`config.mk`:
```
export PLATFORM = sky130hd
export DESIGN_NAME = shift_arbiter_seq
export DESIGN_NICKNAME = d
export VERILOG_FILES = /design/src/rtl/shift_arbiter_seq.sv
export SDC_FILE = /design/constraint.sdc
export NUM_CORES = 1
export LEC_CHECK = 0
export BUFFER_PORTS_ARGS = -buffer_cell sky130_fd_sc_hd__buf_4
export CORE_MARGIN = 8
export CORE_UTILIZATION = 50
export DETAILED_ROUTE_END_ITERATION = 16
export PLACE_DENSITY = 0.9
export SLEW_MARGIN = 40
export SYNTH_ARGS = -nofsm -noshare
export SYNTH_HDL_FRONTEND = slang
export SYNTH_SLANG_ARGS = --single-unit
```
`constraint.sdc`:
```
create_clock -name CLK -period 2.9 [get_ports CLK]
set_input_delay 0 -clock CLK [delete_from_list [all_inputs] [get_ports CLK]]
set_output_delay 0 -clock CLK [all_outputs]
set_load 0.1 [all_outputs]
```
`src/rtl/shift_arbiter_seq.sv`:
```
// shift_arbiter_seq: two-requester arbiter and multi-pass sequencer for the
// shared 8-bit barrel shifter pair (left unit + right unit LSR/ASR/ROR).
// A request of amount 0..255 is split into passes of at most MAX_STEP bits.
// One pass is driven onto the shifter per RUN cycle. The result
// accumulates in r_acc and is returned with a one-cycle resp pulse.
//
// Ports:
//   CLK, RESET            rising-edge clock, synchronous active-high reset
//   reqN_valid/data/amt/op  request N (op: 00 LSR, 01 ASR, 10 ROR, 11 LSL)
//   reqN_ready            combinational accept strobe (IDLE, granted)
//   respN_valid/data      one-cycle result pulse; data holds between pulses
//   sh_data, sh_ctrl      shifter operand and {op, 3'b000, step}
//   sh_sel_left           select left-unit result (LSL)
//   sh_result             selected shifter result (combinational)
//
// Optional macro SHIFT_SAT_SHORTCUT_EN: saturating shortcut at accept for
// amounts >= 8 (LSL/LSR -> 0, ASR -> sign fill, ROR -> amt mod 8).

module shift_arbiter_seq #(
  parameter int unsigned MAX_STEP = 7
) (
  input  logic       CLK,
  input  logic       RESET,
  input  logic       req0_valid,
  input  logic [7:0] req0_data,
  input  logic [7:0] req0_amt,
  input  logic [1:0] req0_op,
  output logic       req0_ready,
  output logic       resp0_valid,
  output logic [7:0] resp0_data,
  input  logic       req1_valid,
  input  logic [7:0] req1_data,
  input  logic [7:0] req1_amt,
  input  logic [1:0] req1_op,
  output logic       req1_ready,
  output logic       resp1_valid,
  output logic [7:0] resp1_data,
  output logic [7:0] sh_data,
  output logic [7:0] sh_ctrl,
  output logic       sh_sel_left,
  input  logic [7:0] sh_result
);

  typedef enum logic [1:0] {
    ST_IDLE,
    ST_RUN,
    ST_DONE
  } state_t;

  localparam logic [7:0] STEP_MAX = 8'(MAX_STEP);

  state_t     r_state, w_state_nxt;
  logic [7:0] r_acc, w_acc_nxt;
  logic [7:0] r_rem, w_rem_nxt;
  logic [1:0] r_op, w_op_nxt;
  logic       r_id, w_id_nxt;
  logic       r_last_grant, w_last_grant_nxt;
  logic [7:0] r_resp0_data, r_resp1_data;

  logic       w_gnt;
  logic       w_any;
  logic [7:0] w_sel_data;
  logic [7:0] w_sel_amt;
  logic [1:0] w_sel_op;
  logic [2:0] w_step;

  always_comb begin
    w_any      = req0_valid | req1_valid;
    // Only one valid: take it. Both valid: take the one not granted last.
    w_gnt      = (req0_valid && req1_valid) ? ~r_last_grant : req1_valid;
    w_sel_data = w_gnt ? req1_data : req0_data;
    w_sel_amt  = w_gnt ? req1_amt  : req0_amt;
    w_sel_op   = w_gnt ? req1_op   : req0_op;
    w_step     = (r_rem < STEP_MAX) ? r_rem[2:0] : STEP_MAX[2:0];

    w_state_nxt      = r_state;
    w_acc_nxt        = r_acc;
    w_rem_nxt        = r_rem;
    w_op_nxt         = r_op;
    w_id_nxt         = r_id;
    w_last_grant_nxt = r_last_grant;

    req0_ready  = 1'b0;
    req1_ready  = 1'b0;
    resp0_valid = 1'b0;
    resp1_valid = 1'b0;
    sh_data     = '0;
    sh_ctrl     = '0;
    sh_sel_left = 1'b0;

    case (r_state)
      ST_IDLE: begin
        if (w_any && !RESET) begin
          req0_ready       = ~w_gnt;
          req1_ready       = w_gnt;
          w_acc_nxt        = w_sel_data;
          w_rem_nxt        = w_sel_amt;
          w_op_nxt         = w_sel_op;
          w_id_nxt         = w_gnt;
          w_last_grant_nxt = w_gnt;
`ifdef SHIFT_SAT_SHORTCUT_EN
          if (w_sel_amt[7:3] != 5'd0) begin
            case (w_sel_op)
              2'b01: begin
                w_acc_nxt = {8{w_sel_data[7]}};
                w_rem_nxt = '0;
              end
              2'b10: w_rem_nxt = {5'd0, w_sel_amt[2:0]};
              default: begin
                w_acc_nxt = '0;
                w_rem_nxt = '0;
              end
            endcase
          end
`endif
          w_state_nxt = (w_rem_nxt != 8'd0) ? ST_RUN : ST_DONE;
        end
      end

      ST_RUN: begin
        sh_data     = r_acc;
        sh_ctrl     = {r_op, 3'b000, w_step};
        sh_sel_left = (r_op == 2'b11);
        w_acc_nxt   = sh_result;
        w_rem_nxt   = r_rem - {5'd0, w_step};
        w_state_nxt = (w_rem_nxt == 8'd0) ? ST_DONE : ST_RUN;
      end

      ST_DONE: begin
        resp0_valid = ~r_id;
        resp1_valid = r_id;
        w_state_nxt = ST_IDLE;
      end

      default: w_state_nxt = ST_IDLE;
    endcase
  end

  assign resp0_data = r_resp0_data;
  assign resp1_data = r_resp1_data;

  always_ff @(posedge CLK) begin
    if (RESET) begin
      r_state      <= ST_IDLE;
      r_acc        <= '0;
      r_rem        <= '0;
      r_op         <= '0;
      r_id         <= 1'b0;
      r_last_grant <= 1'b1;
      r_resp0_data <= '0;
      r_resp1_data <= '0;
    end else begin
      r_state      <= w_state_nxt;
      r_acc        <= w_acc_nxt;
      r_rem        <= w_rem_nxt;
      r_op         <= w_op_nxt;
      r_id         <= w_id_nxt;
      r_last_grant <= w_last_grant_nxt;
      // Result registers load on entry to DONE so the value is visible
      // during the pulse and held afterwards.
      if (w_state_nxt == ST_DONE && r_state != ST_DONE) begin
        if (w_id_nxt) r_resp1_data <= w_acc_nxt;
        else          r_resp0_data <= w_acc_nxt;
      end
    end
  end

endmodule

```
# After elaboration in Yosys (flattened, before gate mapping)
# Index checks and enable logic that the tools add are counted.
# totals
inputBits,48
reg_bits,38
# op_classes
eq_ne,6
bitwise_logic,5
mux,24
n_lt_le_gt_ge,1
addsub,1
reduce_logical,12
# ops
operator,count
8-bit 2-to-1 mux,6
8-bit one-hot mux with 2 select lines,2
1-bit 2-to-1 mux,10
8-bit logical NOT,1
"8-bit by 3-bit < comparator with 1-bit output, second input constant",1
2-bit 2-to-1 mux,4
2-bit AND reduction,4
8-bit nonzero test,1
8-bit by 3-bit subtractor with 8-bit output,1
"2-bit equality test, second input constant",3
"2-bit != test, second input constant",2
1-bit NOT,4
2-bit one-hot mux with 2 select lines,1
1-bit logical AND,3
3-bit 2-to-1 mux,1
"2-bit by 1-bit equality test with 1-bit output, second input constant",1
2-bit logical NOT,1
2-bit nonzero test,1
1-bit logical NOT,1
1-bit bitwise OR,1

# Longest topological paths before layout
# Gate-level depths: netlist of the first run.
# logic_depth
depth_word,10
mapped_depth,9

# Least setup slack after synthesis of the first run
# OpenSTA, ideal clock, no wires.
# synth_path
path_kind,reg2out
start,register r_state[1]
end,output resp0_valid
path_stages_with_launch,4
n_path_buf,2
path_slack_ns,-0.232
arrival_ns,3.132
cell_sequence,dfxtp_1 > clkbuf_1 > clkbuf_1 > nor3b_1
# synth_between
elab_chain_len,2
# synth_rtl
element,line_no,rtl
start: declaration,52,"state_t r_state, w_state_nxt;"
start signal: assignment,153,r_state <= w_state_nxt;
2-bit equality test,91,case (r_state)
1-bit 2-to-1 mux,91,
end: declaration,29,"output logic resp0_valid,"
# No other way between the ends.

# Worst setup path after layout of the first run
# layout_path
start,register r_rem[6]
end,"register r_resp0_data[4], in the netlist resp0_data[4]"
# layout_between
elab_chain_len,9
# layout_rtl
element,line_no,rtl
start: declaration,54,"logic [7:0] r_rem, w_rem_nxt;"
start signal: assignment,155,r_rem <= w_rem_nxt;
8-bit by 3-bit < comparator with 1-bit output,74,w_step = (r_rem < STEP_MAX) ? r_rem[2:0] : STEP_MAX[2:0];
3-bit 2-to-1 mux,74,
8-bit by 3-bit subtractor with 8-bit output *,125,"w_rem_nxt = r_rem - {5'd0, w_step};"
8-bit logical NOT *,126,w_state_nxt = (w_rem_nxt == 8'd0) ? ST_DONE : ST_RUN;
2-bit 2-to-1 mux *,126,
2-bit one-hot mux with 2 select lines *,91,
2-bit equality test *,161,if (w_state_nxt == ST_DONE && r_state != ST_DONE) begin
1-bit logical AND *,161,
2-bit AND reduction (no source line) *,--,
end signal: assignment,163,else r_resp0_data <= w_acc_nxt;
end: declaration,58,"logic [7:0] r_resp0_data, r_resp1_data;"
# Every way passes the cells marked *; elsewhere a longest branch is shown, timed or not.
# A chain may end at the register's enable or synchronous reset.

==> flow_metrics.tcl, run 1 <==
set metrics [dict create \
    cp-start-kind "flop" \
    cp-startpoint "r_rem[6]$_SDFFE_PP0P_" \
    hold_path.class "primary input to flop" \
    start_util_pct 51.4 \
    fillers 373 \
    power_uw 3370 \
    fp.dieH_microns 85.4 \
    drt_iter0_drc 164 \
    wirelength_mm 7.37 \
    yosysSeqAreaShare_pct 31.6 \
    arrival_ps 2720 \
    slew_headroom_pct 48.1 \
    fin_skew_ps 7.64 \
    cap_violations 0 \
    multi_input_area_sq_mm 0.00147 \
    die_w_microns 85.4 \
    firstDrtPassIters 5 \
    finalSetupTns_ps 0 \
    net-switching-power_uw 1760 \
    p_int_uw 1610 \
    fin_crit_ps 2570 \
    worstMarginPinSlew_ps 777 \
    synth_ff_type "dfxtp_1" \
    synth_edf_count 0 \
    syn_inst 309 \
    cts.repair.resized 0 \
    antenna_found_initial 0 \
    reg2reg_from "r_rem[6]$_SDFFE_PP0P_" \
    cts_buffers 5 \
    cts_sinks 38 \
    seqPwrFrac_pct 23.2 \
    p_clk_share_pct 12.9 \
    max_freq_ghz 0.390 \
    cts.clk_slew.worst_paths_ps 70 \
    criticalPathCategory "flop to flop" \
    grt_max_degree 43 \
    drc 0 \
    area_delta_synth_final_pct 30.8 \
    die-area_sq_mm 0.00730 \
    synth-seq-cells 38 \
    drt.antenna.violating_nets 0 \
    p_sw_share_pct 52.2 \
    avgSynthCellArea_sq_um 7.80 \
    dp_cells 426 \
    wl_per_cell_microns 16.8 \
    dp_hpwl_mm 5.48 \
    instances_no_fill 438 \
    setup_violations 0 \
    end_kind "flop" \
    clockRootBuffer "clkbuf_8" \
    nets 432 \
    cp_data_required_time_ps 3050 \
    place.gp.congestion 0.874 \
    placement.io_buffers 81 \
    coreArea_sq_mm 0.00469 \
    antenna_cells 0 \
    ys_async_sr_fraction_pct 0 \
    viasPerCell 5.71 \
    status "finished clean" \
    powerDensity_mw_per_mm2 1070 \
    clock_latency_ps 290 \
    drv_slew 0 \
    p_leak_uw 0.00156 \
    hold_violations 0 \
    regArea_sq_um 761 \
    grt_pass1_wl_mm 12.0 \
    ys_types 52 \
    synth_warnings 0 \
    hp-start "req1_valid" \
    synth_area_sq_mm 0.00241 \
    clock_path_buffers 2 \
    via_count 2502 \
    grt_pass1_vias 2511 \
    period_share_pct 88.5 \
    combPwrFrac_pct 63.9 \
    cts_tree "done" \
    grt_use_total_pct 20.1 \
    htreeDepth 2 \
    rows 25 \
    cp_max_fo 8 \
    irDropWorstVdd_uv 787 \
    drive_above_1_share_pct 27.9 \
    ioPinCount 85 \
    rsz0062_at_grt "no" \
    grt_overflow_total 0 \
]
cells in the final DEF (no fill, tap or decap), types with 2 or more instances in the layout:
master,instances
nand2b_1,20
a31oi_1,2
and3_1,3
mux2i_1,17
nor3_1,5
a21o_1,8
nor2_1,34
a21oi_2,2
inv_1,19
conb_1,3
clkbuf_8,5
a311oi_1,10
nor2b_1,2
a41oi_4,2
nor3b_2,2
o21ai_0,13
dlygate4sd3_1,4
clkbuf_1,2
and2_1,3
o21a_1,2
a21oi_1,19
buf_4,85
nor4_1,7
dfxtp_1,38
nand2_1,49
a221oi_1,3
layout make-up:
class                   count  area share, %
inverters                  19           2.26
multi-input cells         230           46.6
repair buffers             89           21.5
flip-flops and latches     38           24.1
clock inverters             1          0.952
well taps                  54           2.14
clock buffers               7           2.42
path summary, 6_finish.rpt:
check,to,slack [ps],depth (start not counted)
max,resp0_data[4]$_SDFFE_PP0P_,330,8
min,r_last_grant$_SDFFE_PP1P_,80,4
max reg2reg,resp0_data[4]$_SDFFE_PP0P_,330,8
min reg2reg,resp0_data[0]$_SDFFE_PP0P_,500,2
through the flow:
step,hold WS [ps],setup WS (ps),cell area [sq um],util (%)
finish,76.0,333,3150,67.2
global route,84.0,111,3150,67.2
CTS,65.6,334,3150,67.2
detailed placement,290,323,3010,64.1
global placement,284,461,3010,64.1
floorplan,159,240,2420,-
repair_timing:
item / 4_1_cts / 5_1_grt
buffers inserted: 0 / 0
hold endpoints to repair: 2 / 0
hold buffers: 4 / 0
routing by layer:
layer / routed length, microns / up-vias / part of all wire (%) / GRT usage, %
met5: 0 / - / 0 / 0
met4: 169 / 0 / 2.3 / 8.44
met3: 393 / 16 / 5.3 / 4.73
met2: 3790 / 101 / 51 / 36.2
met1: 3010 / 1175 / 41 / 21.9
li1: - / 1210 / - / -
flip-flops by register name (all words and copies together), names as in the netlist:
signal / cells
r_acc: 8
r_id: 1
r_last_grant: 1
r_op: 2
r_rem: 8
r_state: 2
resp0_data: 8
resp1_data: 8
worst max-delay path: stages, from the launching register on:
cell and delay, ps:
dfxtp_1 520, nor2_1 140, nand2_1 200, nand2b_1 80, ha_1 310, a32o_1 330, nor4_4 330, a41oi_4 320
mux2i_1 200
cell usage after synthesis (2+ instances only):
| cell type | number | share of area [%] |
|---|---|---|
| a21o_1 | 8 | 2.5 |
| nor4_1 | 7 | 1.8 |
| nand2b_1 | 20 | 5.2 |
| nor2_1 | 34 | 5.3 |
| a21oi_2 | 2 | 0.73 |
| a221oi_1 | 3 | 1.1 |
| buf_6 | 2 | 0.93 |
| a41oi_4 | 2 | 2.3 |
| and2_1 | 3 | 0.78 |
| nor3_1 | 5 | 1.0 |
| nor2b_1 | 2 | 0.52 |
| dfxtp_1 | 38 | 32 |
| and3_1 | 3 | 0.78 |
| a21oi_1 | 19 | 3.9 |
| mux2i_1 | 17 | 7.1 |
| a311oi_1 | 10 | 3.6 |
| clkbuf_1 | 9 | 1.4 |
| buf_1 | 5 | 0.78 |
| buf_2 | 5 | 1.0 |
| nand2_1 | 49 | 7.6 |
| o21a_1 | 2 | 0.62 |
| buf_4 | 3 | 0.93 |
| a31oi_1 | 2 | 0.52 |
| inv_1 | 19 | 3.0 |
| o21ai_0 | 13 | 2.7 |
logic make-up (layout without fill, tap and decap cells):
group	after synthesis	count (layout)	share of synthesized area, %
adders and majority gates	1	1	0.519
muxes	17	17	7.06
and+or+nand+nor	134	134	27.6
xor gates and xnor gates	2	2	1.51
AOI/OAI and AO/OA	73	73	23.6
DFF	38	38	31.6
buffers and inverters	43	116	8.04
other	1	3	0.156
power by group through the flow:
stage          logic (uW)  clock network [uW]  registers (uW)
2_1_floorplan        1700                   0             805
3_3_place_gp         2090                   0             785
3_5_place_dp         2130                   0             789
4_1_cts              2150                 438             779
5_1_grt              2310                 463             798
6_report             2150                 434             783
Note: power is estimated with default switching activity, not from simulation.
==> run 2: changes to the inputs <==
clock period = 2.8 ns   (was 2.9 ns; I/O delays follow)
==> run 2 against run 1 <==
Net effect: wire length fell by 1.5%; worst setup slack got worse by 100 ps; flip-flop and latch count did not move; utilization fell by 0.24 points; sequential share of layout area rose by 0.086 points; non-clock buffer count did not move; first-iteration DRC count fell by 13%; sequential power rose by 4.0%; combinational power rose by 3%; via count fell by 0.44%; critical path type unchanged; largest power group unchanged; highest routed layer unchanged.
==> flow_metrics.tcl, run 2 (same netlist as run 1, synthesis figures left out) <==
set metrics [dict create \
    status "finished clean" \
    setup_violations 0 \
    placement.io_buffers 81 \
    clockRootBuffer "clkbuf_8" \
    start_util_pct 51.4 \
    criticalPathCategory "flop to flop" \
    antenna_cells 0 \
    place.gp.congestion 0.882 \
    irDropWorstVdd_uv 832 \
    dp_cells 426 \
    ioPinCount 85 \
    area_delta_synth_final_pct 30.3 \
    cp_max_fo 8 \
    cp_data_required_time_ps 2970 \
    final_cell_mix "buf_4 (85), nand2_1 (49), dfxtp_1 (38)" \
    hp-start "req1_valid" \
    cts_sinks 38 \
    p_leak_uw 0.00155 \
    cts.clk_slew.worst_paths_ps 70 \
    via_count 2491 \
    max_freq_ghz 0.389 \
    grt_max_degree 43 \
    instances_no_fill 438 \
    whs_ps 62.1 \
    grt_pass1_wl_mm 11.7 \
    hold_path_depth 4 \
    period_share_pct 91.7 \
    crit_path_cell_trace "nor2_1, nand2_1, nand2b_1, ha_1, a32o_1, nor4_4, a41oi_4, mux2i_1" \
    antenna_found_initial 0 \
    cts.repair.resized 0 \
    drt_iter0_drc 142 \
    cap_violations 0 \
    clock_latency_ps 310 \
    cts_buffers 5 \
    holdPathEnd "r_last_grant$_SDFFE_PP1P_" \
    drive_above_1_share_pct 28.4 \
    hold_path.class "primary input to flop" \
    nets 432 \
    fillers 375 \
    drc 0 \
    firstDrtPassIters 4 \
    drt.antenna.violating_nets 0 \
    reg2reg_to "resp0_data[0]$_SDFFE_PP0P_" \
    end_kind "flop" \
    dp_hpwl_mm 5.47 \
    die-area_sq_mm 0.00730 \
    fin_crit_ps 2570 \
    crit_family "simple AND/OR/NAND/NOR gates" \
    cp-start-kind "flop" \
    path_buf_inv 0 \
    viasPerCell 5.69 \
    cts_tree "done" \
    reg2reg_from "r_rem[6]$_SDFFE_PP0P_" \
    wl_per_cell_microns 16.6 \
    grt_overflow_total 0 \
    clock_path_buffers 2 \
    coreArea_sq_mm 0.00469 \
    cp_slowest_cell "dfxtp_1" \
    cts_setup_buffers 0 \
    die_w_microns 85.4 \
    powerDensity_mw_per_mm2 1090 \
    rows 25 \
    cp_slowest_stage_delay_ps 540 \
    htreeDepth 2 \
    grt_pass1_vias 2462 \
    hold_violations 0 \
    worstMarginPinSlew_ps 744 \
    finalSetupTns_ps 0 \
    grt_use_total_pct 19.6 \
    wirelength_mm 7.26 \
    slew_headroom_pct 50.3 \
    reg2reg_depth 8 \
    arrival_ps 2730 \
    fp.dieH_microns 85.4 \
    r2r_slack_ps 230 \
    drv_slew 0 \
    fin_skew_ps 13.7 \
    layout_commonest_cell "buf_4" \
    rsz0062_at_grt "no" \
]
-- run 2: cell types whose count changed in the layout (fill, tap and decap cells not counted) --
| cell | change |
|---|---|
| clkinv_2 | +1 |
| bufinv_16 | -1 |
| clkbuf_8 | +1 |
| clkinvlp_4 | +1 |
| clkbuf_1 | -2 |
-- run 2: area by class of cell --
class | count | area [sq um] | share of cell area (%)
multi-input combinational | 230 | 1470 | 46.8
sequential | 38 | 761 | 24.2
timing repair buffer | 89 | 678 | 21.6
clock buffer | 6 | 82.6 | 2.63
inverter | 19 | 71.3 | 2.27
tap | 54 | 67.6 | 2.15
clock inverter | 2 | 12.5 | 0.398
-- run 2: worst register-to-register path: stages, from the launching register on --
cell and delay, ps:
dfxtp_1 540, nor2_1 140, nand2_1 200, nand2b_1 90, ha_1 310, a32o_1 330, nor4_4 330, a41oi_4 320
mux2i_1 200
-- run 2: per-stage QoR --
step / area, sq um / worst slack [ps] / power [uW] / utilization (%)
2_1_floorplan: 2420 / 140 / 2600 / -
3_3_place_gp: 3010 / 360 / 2970 / 64.1
6_report: 3140 / 232 / 3430 / 67.0
3_5_place_dp: 3010 / 246 / 3020 / 64.1
5_1_grt: 3140 / 63.1 / 3630 / 67.0
4_1_cts: 3140 / 240 / 3440 / 67.0
-- run 2: worst max-delay path by stage --
stage | start | end | slack, ps | cells after the start
2_1_floorplan | r_state[0]$_SDFF_PP0_ | req0_ready | 140 | 3
3_3_place_gp | r_rem[6]$_SDFFE_PP0P_ | resp0_data[0]$_SDFFE_PP0P_ | 360 | 8
3_5_place_dp | r_rem[6]$_SDFFE_PP0P_ | resp0_data[5]$_SDFFE_PP0P_ | 250 | 8
4_1_cts | r_rem[6]$_SDFFE_PP0P_ | resp0_data[0]$_SDFFE_PP0P_ | 240 | 8
5_1_grt | r_rem[6]$_SDFFE_PP0P_ | resp1_data[0]$_SDFFE_PP0P_ | 60 | 8
6_report | r_rem[6]$_SDFFE_PP0P_ | resp0_data[0]$_SDFFE_PP0P_ | 230 | 8
-- run 2: metal layers --
metal / vias up / part of all wire (%) / global-route usage, %
met2: 93 / 51 / 34.4
met3: 17 / 5.7 / 4.54
met1: 1172 / 40 / 21.4
met5: - / 0 / 0
li1: 1209 / - / -
met4: 0 / 2.8 / 10.0
-- run 2: where the power goes --
part | switching (uW) | internal (uW) | leakage (uW) | total, uW
clock network | 206 | 198 | 0.0000472 | 404
registers | 157 | 656 | 0.000311 | 814
logic | 1470 | 744 | 0.00120 | 2220
total | 1840 | 1600 | 0.00155 | 3430
-- run 2: what timing repair did --
item / CTS / global route
endpoints found under the setup margin: 0 / 0
endpoints found under the hold margin: 2 / 0
hold buffers: 4 / 0
